File: config.mk
export PLATFORM = sky130hd
export DESIGN_NAME = gb_cart_bus_master
export DESIGN_NICKNAME = d
export VERILOG_FILES = /design/src/rtl/gb_bus_pkg.sv /design/src/rtl/gb_phase_gen.sv /design/src/rtl/gb_cart_bus_master.sv
export SDC_FILE = /design/constraint.sdc
export NUM_CORES = 1
export LEC_CHECK = 0
export ABC_CLOCK_PERIOD_IN_PS = 3500
export BUFFER_PORTS_ARGS = -buffer_cell sky130_fd_sc_hd__buf_4
export CAP_MARGIN = 20
export CORE_ASPECT_RATIO = 1.5
export CORE_MARGIN = 2
export CORE_UTILIZATION = 35
export DETAILED_ROUTE_END_ITERATION = 8
export GPL_TIMING_DRIVEN = 0
export SYNTH_ARGS = -nofsm -noshare
export SYNTH_HDL_FRONTEND = slang
export SYNTH_SLANG_ARGS = --single-unit
export TNS_END_PERCENT = 1
File: constraint.sdc
create_clock -name sys_clock -period 3.5 [get_ports sys_clock]
set_input_delay 0.525 -clock sys_clock [delete_from_list [all_inputs] [get_ports sys_clock]]
set_output_delay 0.525 -clock sys_clock [all_outputs]
set_load 0.005 [all_outputs]
File: src/rtl/gb_bus_pkg.sv
// rtl/gb_bus_pkg.sv - shared types and constants for the Game Boy cartridge bus master
package gb_bus_pkg;

    typedef enum logic [1:0] {
        PH0 = 2'd0,
        PH1 = 2'd1,
        PH2 = 2'd2,
        PH3 = 2'd3
    } ph_e;

    typedef enum logic {
        ST_IDLE   = 1'b0,
        ST_ACTIVE = 1'b1
    } st_e;

    localparam logic [15:0] GB_CS_BASE  = 16'hA000;
    localparam logic [15:0] GB_CS_END   = 16'hFDFF;
    localparam logic        STROBE_IDLE = 1'b1;
    localparam logic        PHI_RESET   = 1'b1;

    function automatic logic cs_decode(input logic [15:0] addr);
        return (addr >= GB_CS_BASE) && (addr <= GB_CS_END);
    endfunction

endpackage

File: src/rtl/gb_phase_gen.sv
// rtl/gb_phase_gen.sv - free-running four-phase PHI generator with phase-end and cycle-boundary strobes
module gb_phase_gen
    import gb_bus_pkg::*;
#(
    parameter int PHASE_DIV = 24
) (
    input  logic sys_clock,
    input  logic resetn,
    output ph_e  phase,
    output logic phase_end,
    output logic boundary,
    output logic cart_clk
);

    localparam int CW = (PHASE_DIV > 2) ? $clog2(PHASE_DIV) : 1;
    localparam logic [CW-1:0] CNT_LAST = CW'(PHASE_DIV - 1);

    logic [CW-1:0] cnt_q, cnt_d;
    ph_e           phase_q, phase_d;
    logic          clk_q, clk_d;

    always_comb begin
        phase_end = (cnt_q == CNT_LAST);
        boundary  = phase_end && (phase_q == PH3);
        cnt_d     = phase_end ? '0 : cnt_q + CW'(1);
        phase_d   = phase_end ? ph_e'(phase_q + 2'd1) : phase_q;
        clk_d     = (phase_d == PH0) || (phase_d == PH1);
    end

    always_ff @(posedge sys_clock or negedge resetn) begin
        if (!resetn) begin
            cnt_q   <= '0;
            phase_q <= PH0;
            clk_q   <= PHI_RESET;
        end else begin
            cnt_q   <= cnt_d;
            phase_q <= phase_d;
            clk_q   <= clk_d;
        end
    end

    assign phase    = phase_q;
    assign cart_clk = clk_q;

endmodule

File: src/rtl/gb_cart_bus_master.sv
// rtl/gb_cart_bus_master.sv - cartridge bus initiator; GB_CART_BUS_MASTER_CS_AUTO_EN selects address-decoded nCS
module gb_cart_bus_master
    import gb_bus_pkg::*;
#(
    parameter int PHASE_DIV = 24,
    parameter int WR_HOLD   = 2
) (
    input  logic        sys_clock,
    input  logic        resetn,
    input  logic        req_valid,
    output logic        req_ready,
    input  logic        req_write,
    input  logic [15:0] req_addr,
    input  logic [7:0]  req_wdata,
    input  logic        req_cs,
    output logic        rsp_valid,
    output logic        rsp_write,
    output logic [7:0]  rsp_rdata,
    output logic        busy,
    output logic        cart_clk,
    output logic [15:0] cart_a,
    output logic [7:0]  cart_d_out,
    output logic        cart_d_oe,
    input  logic [7:0]  cart_d_in,
    output logic        cart_nrd,
    output logic        cart_nwr,
    output logic        cart_ncs
);

    localparam int HW = $clog2(WR_HOLD + 1);

    ph_e  phase;
    logic phase_end;
    logic boundary;

    gb_phase_gen #(.PHASE_DIV(PHASE_DIV)) u_phase_gen (
        .sys_clock (sys_clock),
        .resetn    (resetn),
        .phase     (phase),
        .phase_end (phase_end),
        .boundary  (boundary),
        .cart_clk  (cart_clk)
    );

    st_e         state_q, state_d;
    logic        pending_q, pending_d;
    logic        req_ready_q, req_ready_d;
    logic        slot_write_q, slot_write_d;
    logic [15:0] slot_addr_q, slot_addr_d;
    logic [7:0]  slot_wdata_q, slot_wdata_d;
    logic        slot_cs_q, slot_cs_d;
    logic        act_write_q, act_write_d;
    logic [15:0] act_addr_q, act_addr_d;
    logic [7:0]  act_wdata_q, act_wdata_d;
    logic        act_cs_q, act_cs_d;
    logic        rsp_valid_q, rsp_valid_d;
    logic        rsp_write_q, rsp_write_d;
    logic [7:0]  rsp_rdata_q, rsp_rdata_d;
    logic        busy_q, busy_d;
    logic [15:0] cart_a_q, cart_a_d;
    logic [7:0]  dout_q, dout_d;
    logic        oe_q, oe_d;
    logic        nrd_q, nrd_d;
    logic        nwr_q, nwr_d;
    logic        ncs_q, ncs_d;
    logic [HW-1:0] hold_q, hold_d;

    logic accept;
    logic take;
    ph_e  nph;
    logic nact;
    logic wr_drive;

    always_comb begin
        accept = req_valid && req_ready_q;
        take   = boundary && pending_q;

        pending_d = pending_q;
        if (take)   pending_d = 1'b0;
        if (accept) pending_d = 1'b1;
        req_ready_d = !pending_d;

        slot_write_d = accept ? req_write : slot_write_q;
        slot_addr_d  = accept ? req_addr  : slot_addr_q;
        slot_wdata_d = accept ? req_wdata : slot_wdata_q;
`ifdef GB_CART_BUS_MASTER_CS_AUTO_EN
        slot_cs_d    = accept ? cs_decode(req_addr) : slot_cs_q;
`else
        slot_cs_d    = accept ? req_cs : slot_cs_q;
`endif

        state_d     = boundary ? (pending_q ? ST_ACTIVE : ST_IDLE) : state_q;
        act_write_d = take ? slot_write_q : act_write_q;
        act_addr_d  = take ? slot_addr_q  : act_addr_q;
        act_wdata_d = take ? slot_wdata_q : act_wdata_q;
        act_cs_d    = take ? slot_cs_q    : act_cs_q;

        // Bus pins are registered from next-state values so they line up with the phase they belong to.
        nph      = phase_end ? ph_e'(phase + 2'd1) : phase;
        nact     = (state_d == ST_ACTIVE);
        wr_drive = nact && act_write_d && (nph != PH0);

        cart_a_d = nact ? act_addr_d : cart_a_q;
        nrd_d    = (nact && !act_write_d) ? 1'b0 : STROBE_IDLE;
        ncs_d    = (nact && act_cs_d && (nph != PH0)) ? 1'b0 : STROBE_IDLE;
        nwr_d    = (nact && act_write_d && ((nph == PH2) || (nph == PH3))) ? 1'b0 : STROBE_IDLE;
        dout_d   = wr_drive ? act_wdata_d : dout_q;

        // Keep driving data for WR_HOLD clocks past the nWR rising edge.
        if (!nwr_q && nwr_d)
            hold_d = HW'(WR_HOLD);
        else if (hold_q != '0)
            hold_d = hold_q - HW'(1);
        else
            hold_d = hold_q;
        oe_d = wr_drive || (hold_d != '0);

        rsp_valid_d = boundary && (state_q == ST_ACTIVE);
        rsp_write_d = rsp_valid_d ? act_write_q : rsp_write_q;
        rsp_rdata_d = rsp_valid_d ? (act_write_q ? 8'h00 : cart_d_in) : rsp_rdata_q;

        busy_d = pending_d || nact;
    end

    always_ff @(posedge sys_clock or negedge resetn) begin
        if (!resetn) begin
            state_q      <= ST_IDLE;
            pending_q    <= 1'b0;
            req_ready_q  <= 1'b1;
            slot_write_q <= 1'b0;
            slot_addr_q  <= '0;
            slot_wdata_q <= '0;
            slot_cs_q    <= 1'b0;
            act_write_q  <= 1'b0;
            act_addr_q   <= '0;
            act_wdata_q  <= '0;
            act_cs_q     <= 1'b0;
            rsp_valid_q  <= 1'b0;
            rsp_write_q  <= 1'b0;
            rsp_rdata_q  <= '0;
            busy_q       <= 1'b0;
            cart_a_q     <= '0;
            dout_q       <= '0;
            oe_q         <= 1'b0;
            nrd_q        <= STROBE_IDLE;
            nwr_q        <= STROBE_IDLE;
            ncs_q        <= STROBE_IDLE;
            hold_q       <= '0;
        end else begin
            state_q      <= state_d;
            pending_q    <= pending_d;
            req_ready_q  <= req_ready_d;
            slot_write_q <= slot_write_d;
            slot_addr_q  <= slot_addr_d;
            slot_wdata_q <= slot_wdata_d;
            slot_cs_q    <= slot_cs_d;
            act_write_q  <= act_write_d;
            act_addr_q   <= act_addr_d;
            act_wdata_q  <= act_wdata_d;
            act_cs_q     <= act_cs_d;
            rsp_valid_q  <= rsp_valid_d;
            rsp_write_q  <= rsp_write_d;
            rsp_rdata_q  <= rsp_rdata_d;
            busy_q       <= busy_d;
            cart_a_q     <= cart_a_d;
            dout_q       <= dout_d;
            oe_q         <= oe_d;
            nrd_q        <= nrd_d;
            nwr_q        <= nwr_d;
            ncs_q        <= ncs_d;
            hold_q       <= hold_d;
        end
    end

    assign req_ready  = req_ready_q;
    assign rsp_valid  = rsp_valid_q;
    assign rsp_write  = rsp_write_q;
    assign rsp_rdata  = rsp_rdata_q;
    assign busy       = busy_q;
    assign cart_a     = cart_a_q;
    assign cart_d_out = dout_q;
    assign cart_d_oe  = oe_q;
    assign cart_nrd   = nrd_q;
    assign cart_nwr   = nwr_q;
    assign cart_ncs   = ncs_q;

endmodule
Yosys cells after proc, flatten, opt, wreduce, memory -nomap -nowiden
Index checks and enable logic that the tools add are counted.
{"block": "totals", "ff_bits": 104, "input_bits": 37, "output_inout_bits": 41, "elab_cells": 71}
{"block": "op_classes", "n_addsub": 3, "n_eq_ne": 5, "muxes": 16, "reduce_logical": 22}
{"cell": "16-bit two-way mux", "n": 1}
{"cell": "8-bit two-way mux", "n": 2}
{"cell": "1-bit logical AND", "n": 11}
{"cell": "1-bit two-way mux", "n": 9}
{"cell": "2-bit equality test (second input constant)", "n": 3}
{"cell": "2-bit two-way mux", "n": 3}
{"cell": "2-bit nonzero test", "n": 3}
{"cell": "5-bit by 1-bit adder with 5-bit output (second input constant)", "n": 1}
{"cell": "5-bit equality test (second input constant)", "n": 1}
{"cell": "5-bit two-way mux", "n": 1}
{"cell": "1-bit logical OR", "n": 4}
{"cell": "1-bit logical NOT", "n": 3}
{"cell": "2-bit by 1-bit adder with 2-bit output (second input constant)", "n": 1}
{"cell": "2-bit by 1-bit equality test with 1-bit output (second input constant)", "n": 1}
{"cell": "2-bit logical NOT", "n": 1}
{"cell": "2-bit by 1-bit subtractor with 2-bit output (second input constant)", "n": 1}

Longest topological paths before layout
Gate-level depths: netlist (run 1).
{"block": "depth", "word_depth": 11, "ltp_mapped": 7, "depth_no_buf": 5}

Hierarchy
Synthesis (run 1) repeated with hierarchy kept, for this count alone.
{"block": "hier_totals", "hier_cells": 256, "area_unflattened_um2": 3930.0}
{"module": "gb_cart_bus_master", "n_inst": 1, "cells_each": 232, "area_per_inst_um2": 3587.2, "seq_area_each_um2": 2407.3}
{"module": "gb_phase_gen", "n_inst": 1, "cells_each": 24, "area_per_inst_um2": 342.8, "seq_area_each_um2": 201.4}

Least setup slack after synthesis (run 1)
No wires, ideal clock.
{"block": "synth_timing", "path_type": "flip-flop to flip-flop", "start": "reg u_phase_gen.cnt_q[0]", "end": "reg cart_a_q[5], in the netlist cart_a[5]", "setup_ps": 125, "t_arrival_ps": 1831, "required_time_ps": 3375, "setup_slack_ps": 1544, "stages_incl_launch_ff": 8, "n_path_buf": 2, "period_less_slack_ps": 1956, "cell_sequence": "dfrtp_1 -> ha_1 -> and4b_4 -> and3_4 -> buf_6 -> buf_6 -> mux2_4 -> mux2_4"}
{"block": "synth_via", "elab_chain_len": 4, "elab_cells_between_ends": 5, "cone_classes": "eq/ne (1); mux (2); reduce/logical (2)"}
{"element": "start: declaration", "line": "gb_phase_gen.sv:18", "rtl": "logic [CW-1:0] cnt_q, cnt_d;"}
{"element": "start signal: assignment", "line": "gb_phase_gen.sv:36", "rtl": "cnt_q <= cnt_d;"}
{"element": "5-bit equality test", "line": "gb_phase_gen.sv:23", "rtl": "phase_end = (cnt_q == CNT_LAST);"}
{"element": "1-bit logical AND", "line": "gb_phase_gen.sv:24", "rtl": "boundary = phase_end && (phase_q == PH3);"}
{"element": "1-bit logical AND", "line": "gb_cart_bus_master.sv:76", "rtl": "take = boundary && pending_q;"}
{"element": "16-bit two-way mux", "line": "gb_cart_bus_master.sv:94", "rtl": "act_addr_d = take ? slot_addr_q : act_addr_q;"}
{"element": "net act_addr_d[5]", "line": "gb_cart_bus_master.sv:53", "rtl": "logic [15:0] act_addr_q, act_addr_d;"}
{"element": "end signal: assignment", "line": "gb_cart_bus_master.sv:165", "rtl": "cart_a_q <= cart_a_d;"}
{"element": "end: declaration", "line": "gb_cart_bus_master.sv:60", "rtl": "logic [15:0] cart_a_q, cart_a_d;"}
The timed path passes the listed nets, and every way through them passes these cells.
A chain may end at the register's enable or synchronous reset.

Worst setup path after layout (run 1)
{"block": "layout_timing", "start": "reg u_phase_gen.cnt_q[0]", "end": "reg dout_q[6], in the netlist cart_d_out[6]"}
{"block": "layout_via", "elab_cells_between_ends": 10, "cone_classes": "eq/ne (1); mux (4); reduce/logical (5)"}
{"element": "5-bit equality test", "line": "gb_phase_gen.sv:23"}
{"element": "1-bit logical AND", "line": "gb_phase_gen.sv:24"}
{"element": "1-bit logical AND", "line": "gb_cart_bus_master.sv:76"}
{"element": "8-bit two-way mux", "line": "gb_cart_bus_master.sv:95", "rtl": "act_wdata_d = take ? slot_wdata_q : act_wdata_q;"}
{"element": "net act_wdata_d[6]", "line": "gb_cart_bus_master.sv:54", "rtl": "logic [7:0] act_wdata_q, act_wdata_d;"}
{"element": "end signal: assignment", "line": "gb_cart_bus_master.sv:166", "rtl": "dout_q <= dout_d;"}
{"element": "end: declaration", "line": "gb_cart_bus_master.sv:61", "rtl": "logic [7:0] dout_q, dout_d;"}
The timed path passes the listed nets, and every way through them passes these cells.

==> results by group, run 1 <==
Outcome
  – Status: finished, final reports clean

Global routing
  – Gr ovfl total: 0
  – Vias in the first global route: 2378
  – Global-route wire length before repair: 12270 µm
  – Initial antenna violation count: 0
  – Maximum number of pins on one net before global-route repair: 54
  – GR Layer Usage met2: 0.2071
  – Met1 usage: 0.1660
  – Global-route layer with the greatest usage: met2
  – GRT met3 Usage: 0.02671
  – Total GRT Usage: 0.1276

Synthesis
  – Synth Area per Inst: 15.69 µm²
  – Warnings, synthesis: 0
  – Cell count after synthesis: 258
  – Synthesized cell area: 4049 µm²
  – Distinct cell type count after synthesis: 33
  – Number of synthesized register bits: 104
  – Post-synth net total: 297
  – Seq/Total Area, Yosys: 0.6443

Placement
  – IO buf count: 77
  – Post-DP HPWL: 5172 µm
  – GP Congestion: 0.7170
  – Setup WS pre-CTS: 1.327 ns
  – Placement Cell Area: 4842 µm²
  – DP Cell Count: 486

Finish
  – Number of fill cells: 1076
  – Cell Count, Final, Fillers Out: 502
  – Layout cells sized above 1: 0.5028
  – Diodes inserted: 0
  – Post-route cell area: 5131 µm²
  – Area grow syn2layout: 26.73%
  – Nets: 386

Timing
  – Max Clock Skew: 0.007678 ns
  – Worst Tran Pin Value: 0.6949 ns
  – Tcrit/Tclk final: 0.6143
  – Total Neg Setup Slack: 0 ns
  – Worst hold slack: 0.2295 ns
  – Final setup vio count: 0
  – Period minus WS final: 2.150 ns
  – Pins over their slew limit: 0
  – Final hold viol count: 0
  – Slew headroom: 0.5368
  – F_max: 465.1 MHz
  – RSZ-0062 raised after global routing: no
  – Post-route worst setup slack: 1.350 ns

Die
  – Core area: 11410 µm²
  – Num rows: 48
  – Initial Util: 0.3548
  – Die W: 91.82 µm
  – I/O pin count: 78
  – Die area: 12460 µm²
  – DIE HEIGHT: 135.7 µm

Clock tree
  – Clk_lat worst skew: 0.34 ns
  – CTS Hold Bufs: 0
  – # clock sinks: 104
  – TritonCTS clock tree: done
  – Buffers from clock root to sink, at most: 2
  – Worst-path clk slew: 0.07 ns
  – Setup Fix Bufs, Post-CTS: 0
  – Root Buffer: clkbuf_16
  – H-tree levels: 3
  – Cts repair resizes: 0
  – CTS buffer count: 9

Critical path
  – Crit path launch type: flop
  – Arr. time, crit path: 2.37 ns
  – WS Path Type: reg -> reg
  – Critical Path Fanout Max: 10
  – Required time worst endpoint: 3.72 ns
  – Crit path capture type: flop

Route
  – Drt first pass iters: 5
  – Total wire length: 7480 µm
  – Via density per instance: 4.514
  – Initial detailed-routing violation count: 36
  – Vias: 2266
  – DRC: 0
  – Routed len/inst: 14.90 µm
  – Post-route ant nets: 0

Power
  – P_leak: 2.542 nW
  – Register share of total power: 0.541
  – Clk network pwr share: 0.387
  – Peak supply drop: 291.5 µV
  – Power per cell area: 492.9 nW/µm²
  – Comb power frac: 0.072
  – Internal: 1.985 mW
  – Net switching power figure: 0.5446 mW
  – Sw Ratio: 0.2153

Job
  – Max cap viols: 0

Min path
  – Min-delay worst type: in -> async
sequential cells by signal (all words and copies together), names as in the netlist, 2 cells and up:
name and cells:
act_addr_q 16, act_wdata_q 8, cart_a 16, cart_d_out 8, hold_q 2, rsp_rdata 8
slot_addr_q 16, slot_wdata_q 8, u_phase_gen.cnt_q 5, u_phase_gen.phase 2
power groups by stage:
stage	logic, mW	clock network (mW)	registers (mW)
2_1_floorplan	0.111	0	1.38
3_3_place_gp	0.175	0	1.39
3_5_place_dp	0.188	0	1.39
4_1_cts	0.188	1.01	1.37
5_1_grt	0.200	1.05	1.38
6_report	0.182	0.978	1.37
metrics by stage:
| step | util | power, mW |
|---|---|---|
| floorplan | - | 1.487 |
| global placement | 0.4219 | 1.563 |
| detailed placement | 0.4243 | 1.582 |
| CTS | 0.4497 | 2.572 |
| global route | 0.4497 | 2.635 |
| finish | 0.4497 | 2.529 |
final cells by class:
| class | instances | area (µm²) | area share |
|---|---|---|---|
| Timing Repair Buffer | 78 | 605.6 | 0.1180 |
| Tap cell | 150 | 187.7 | 0.03658 |
| Multi-Input combinational cell | 140 | 1356 | 0.2643 |
| Sequential cell | 104 | 2609 | 0.5084 |
| Buffer | 10 | 68.82 | 0.01341 |
| Clock inverter | 6 | 60.06 | 0.01170 |
| Clock buffer | 10 | 229.0 | 0.04462 |
| Inverter | 4 | 15.01 | 0.002926 |
worst paths after layout:
path                                 startpoint              to  slack, ns  cells after the start
max                        u_phase_gen.cnt_q[0]   cart_d_out[6]       1.35                      7
min                                      resetn       cart_a[1]       0.23                      1
max in group asynchronous                resetn        cart_nrd       2.53                      2
min reg2reg                           hold_q[0]       hold_q[1]       0.47                      2
min in group sys_clock              req_addr[4]  slot_addr_q[4]       0.41                      2
max reg2reg                u_phase_gen.cnt_q[0]   cart_d_out[6]       1.35                      7
cell usage in the layout (no fill, tap or decap), types with 2 or more instances in the layout:
cell type | Yosys | final
clkinv_2 | 0 | 3
nand3_1 | 4 | 4
ha_1 | 2 | 2
mux2_2 | 41 | 41
o21ai_1 | 9 | 9
dfrtp_1 | 99 | 99
clkinvlp_4 | 0 | 2
dfstp_2 | 5 | 5
nor3_1 | 2 | 2
nor2_1 | 2 | 2
clkbuf_1 | 4 | 5
mux2_1 | 8 | 8
clkbuf_16 | 0 | 9
buf_4 | 2 | 79
mux2_4 | 28 | 28
a31oi_1 | 2 | 2
nand2_1 | 16 | 16
a21o_1 | 2 | 2
nand2b_1 | 10 | 10
inv_1 | 3 | 3
xor2_1 | 2 | 2
buf_6 | 3 | 3
worst max-delay path, cell delays in order, from the launching register on:
cell and delay (ns):
dfrtp_1 0.38, ha_1 0.24, and4b_4 0.28, and3_4 0.19, buf_6 0.15, buf_6 0.20, mux2_4 0.32, mux2_2 0.27
synth_stat cells:
cell	count	area share
dfrtp_1	99	0.61
mux2_2	41	0.11
mux2_4	28	0.10
nand2_1	16	0.015
nand2b_1	10	0.015
o21ai_1	9	0.011
mux2_1	8	0.022
dfstp_2	5	0.032
clkbuf_1	4	0.0037
nand3_1	4	0.0049
buf_6	3	0.0083
inv_1	3	0.0028
a21o_1	2	0.0037
a31oi_1	2	0.0031
buf_4	2	0.0037
ha_1	2	0.0062
nor2_1	2	0.0019
nor3_1	2	0.0025
xor2_1	2	0.0043
a211oi_1	1	0.0019
a21boi_1	1	0.0019
a311o_1	1	0.0025
a31oi_2	1	0.0031
and3_4	1	0.0028
and3b_1	1	0.0022
and4b_4	1	0.0034
buf_2	1	0.0012
inv_2	1	0.00093
mux2i_1	1	0.0025
nand3b_1	1	0.0019
nor3b_1	1	0.0019
o21ai_0	1	0.0012
or2b_1	1	0.0019
per-layer routing:
| metal | vias to the layer above | part of all wire |
|---|---|---|
| met5 | - | 0 |
| met4 | 0 | 0.017 |
| met3 | 7 | 0.036 |
| met2 | 43 | 0.52 |
| met1 | 1147 | 0.43 |
| li1 | 1069 | - |
kinds of logic (layout without fill, tap and decap cells):
group                      after synthesis  after routing  share of synthesized area
DFF                                    104            104                     0.6443
muxes                                   78             78                     0.2426
and+or+nand+nor                         40             40                    0.05346
AOI/OAI and AO/OA                       18             18                    0.02843
buffers and inverters                   14            108                    0.02070
adders and majority gates                2              2                   0.006179
xor gates and xnor gates                 2              2                   0.004327
Note: power is estimated with default switching activity, not from simulation.
==> inputs of run 2 (changes only) <==
--- a/config.mk
+++ b/config.mk
@@ -5,7 +5,7 @@
 export SDC_FILE = /design/constraint.sdc
 export NUM_CORES = 1
 export LEC_CHECK = 0
-export ABC_CLOCK_PERIOD_IN_PS = 3500
+export ABC_CLOCK_PERIOD_IN_PS = 1940
 export BUFFER_PORTS_ARGS = -buffer_cell sky130_fd_sc_hd__buf_4
 export CAP_MARGIN = 20
 export CORE_ASPECT_RATIO = 1.5
==> constraint.sdc (replaced) <==
create_clock -name sys_clock -period 1.94 [get_ports sys_clock]
set_input_delay 0.291 -clock sys_clock [delete_from_list [all_inputs] [get_ports sys_clock]]
set_output_delay 0.291 -clock sys_clock [all_outputs]
set_load 0.005 [all_outputs]
==> run 2 against run 1 <==
The run now ends with negative setup slack left. Total power grew 81%. Design area is 5.1% higher. Maximum frequency rose by 9.8%. Global-route usage up 0.26 points. First-iteration DRC count increased by 50%. Setup slack got worse by 1.4 ns. Combinational power rose by 82%. Largest power group unchanged.
==> results by group, run 2 (same netlist as run 1, synthesis figures left out) <==
Placement
  – IO buf count: 77
  – GP Congestion: 0.7459
  – Post-DP HPWL: 5197 µm
  – Setup WS pre-CTS: -0.1867 ns

Timing
  – Period minus WS final: 1.958 ns
  – Pins over their slew limit: 0
  – RSZ-0062 raised after global routing: yes
  – Worst Tran Pin Value: 0.6447 ns
  – Final setup vio count: 10
  – Post-route worst setup slack: -0.01848 ns
  – Slew headroom: 0.5702
  – Tcrit/Tclk final: 1.010
  – F_max: 510.6 MHz
  – Total Neg Setup Slack: -0.07131 ns
  – Final hold viol count: 0
  – Max Clock Skew: 0.009152 ns

Clock tree
  – TritonCTS clock tree: done
  – Clk_lat worst skew: 0.34 ns
  – Worst-path clk slew: 0.07 ns
  – H-tree levels: 3
  – Buffers from clock root to sink, at most: 2
  – Root Buffer: clkbuf_16
  – # clock sinks: 104
  – CTS buffer count: 9

Min path
  – Worst hold stages: 2
  – Min-delay worst type: in -> reg
  – Hold_sp: req_addr[2]

Finish
  – Layout cells sized above 1: 0.5482
  – Diodes inserted: 0
  – Commonest non-fill, non-tap cell in the layout: dfrtp_1
  – Nets: 397
  – Most frequent cells in the layout: dfrtp_1 (99), buf_4 (86), mux2_4 (41)
  – Number of fill cells: 1043
  – Area grow syn2layout: 33.25%
  – Post-layout util: 0.4728

Outcome
  – Failing checks: negative setup slack
  – Status: finished, violations left

Critical path
  – Critical Path Fanout Max: 6
  – Crit path capture type: flop
  – Crit path launch type: flop
  – Worst Setup SP: u_phase_gen.cnt_q[0]
  – R2R cell count: 7
  – R2R setup slack: -0.02 ns
  – Worst reg2reg startpoint: u_phase_gen.cnt_q[0]
  – Required time worst endpoint: 2.17 ns
  – Arr. time, crit path: 2.19 ns
  – WS Path Type: reg -> reg

Global routing
  – Gr ovfl total: 0
  – Global-route wire length before repair: 12540 µm
  – Total GRT Usage: 0.1301
  – Maximum number of pins on one net before global-route repair: 57
  – Initial antenna violation count: 0
  – Vias in the first global route: 2504

Die
  – Initial Util: 0.3548
  – I/O pin count: 78
  – DIE HEIGHT: 135.7 µm
  – Core area: 11410 µm²
  – Die W: 91.82 µm
  – Num rows: 48
  – Die area: 12460 µm²

Power
  – Sw Ratio: 0.2205
  – Clk network pwr share: 0.388
  – Net switching power figure: 1.012 mW
  – Peak supply drop: 432.7 µV
  – Comb power frac: 0.072
  – Register share of total power: 0.540
  – Internal: 3.577 mW
  – Power per cell area: 850.6 nW/µm²
  – P_leak: 2.641 nW

Route
  – Via density per instance: 4.624
  – Routed len/inst: 15.27 µm
  – Initial detailed-routing violation count: 54
  – Total wire length: 7833 µm
  – DRC: 0
  – Drt first pass iters: 4
  – Vias: 2372
  – Post-route ant nets: 0

Job
  – Max cap viols: 0
-- run 2: timing repair --
item                                    CTS  global route
endpoints found under the hold margin    23             0
buffers inserted                          5             3
resized for setup                        13            16
cloned                                    1             1
pin swaps                                 1             2
endpoints found under the setup margin   34            50
hold buffers                              1             0
-- run 2: power groups by stage --
| stage | combinational, mW | clock [mW] | sequential (mW) |
|---|---|---|---|
| after floorplan | 0.200 | 0 | 2.48 |
| after global placement | 0.318 | 0 | 2.50 |
| after detailed placement | 0.340 | 0 | 2.52 |
| after CTS | 0.342 | 1.85 | 2.47 |
| after global routing | 0.372 | 1.94 | 2.50 |
| final | 0.332 | 1.78 | 2.48 |
-- run 2: through the flow --
stage | total power, mW | hold slack, ns | cell area [µm²] | cells
4_1_cts | 4.661 | 0.1663 | 5279 | 509
3_5_place_dp | 2.856 | 0.3593 | 4848 | 486
2_1_floorplan | 2.682 | -0.004591 | 4055 | 258
5_1_grt | 4.809 | 0.1697 | 5395 | 513
3_3_place_gp | 2.820 | 0.4588 | 4821 | 485
6_report | 4.589 | 0.1755 | 5395 | 513
-- run 2: worst paths after layout --
| kind | to |
|---|---|
| worst max-delay path | cart_d_out[3] |
| worst min-delay path | slot_addr_q[2] |
| worst max register to register | cart_d_out[3] |
| worst min register to register | hold_q[1] |
| max in group asynchronous | cart_nrd |
| min in group asynchronous | act_addr_q[0] |
-- run 2: metal layers --
| metal | GRT usage | wire length [µm] | up-vias |
|---|---|---|---|
| li1 | - | - | 1094 |
| met1 | 0.1607 | 3255 | 1215 |
| met2 | 0.2169 | 4077 | 50 |
| met3 | 0.02282 | 307 | 13 |
| met4 | 0.07048 | 193 | 0 |
| met5 | 0 | 0 | - |
-- run 2: cell type report --
cell class | count | area, µm² | share of cell area
Timing Repair Buffer | 89 | 753.2 | 0.1396
Tap cell | 150 | 187.7 | 0.03479
Clock buffer | 12 | 266.5 | 0.04940
Clock inverter | 4 | 31.28 | 0.005798
Multi-Input combinational cell | 140 | 1434 | 0.2658
Sequential cell | 104 | 2609 | 0.4835
Buffer | 10 | 98.84 | 0.01832
Inverter | 4 | 15.01 | 0.002783
-- run 2: critical path: stages, from the launching register on --
cell and delay (ns):
dfrtp_1 0.40, ha_4 0.15, and4b_4 0.23, and3_4 0.20, buf_12 0.14, clkbuf_16 0.16, mux2_4 0.30, mux2_2 0.26
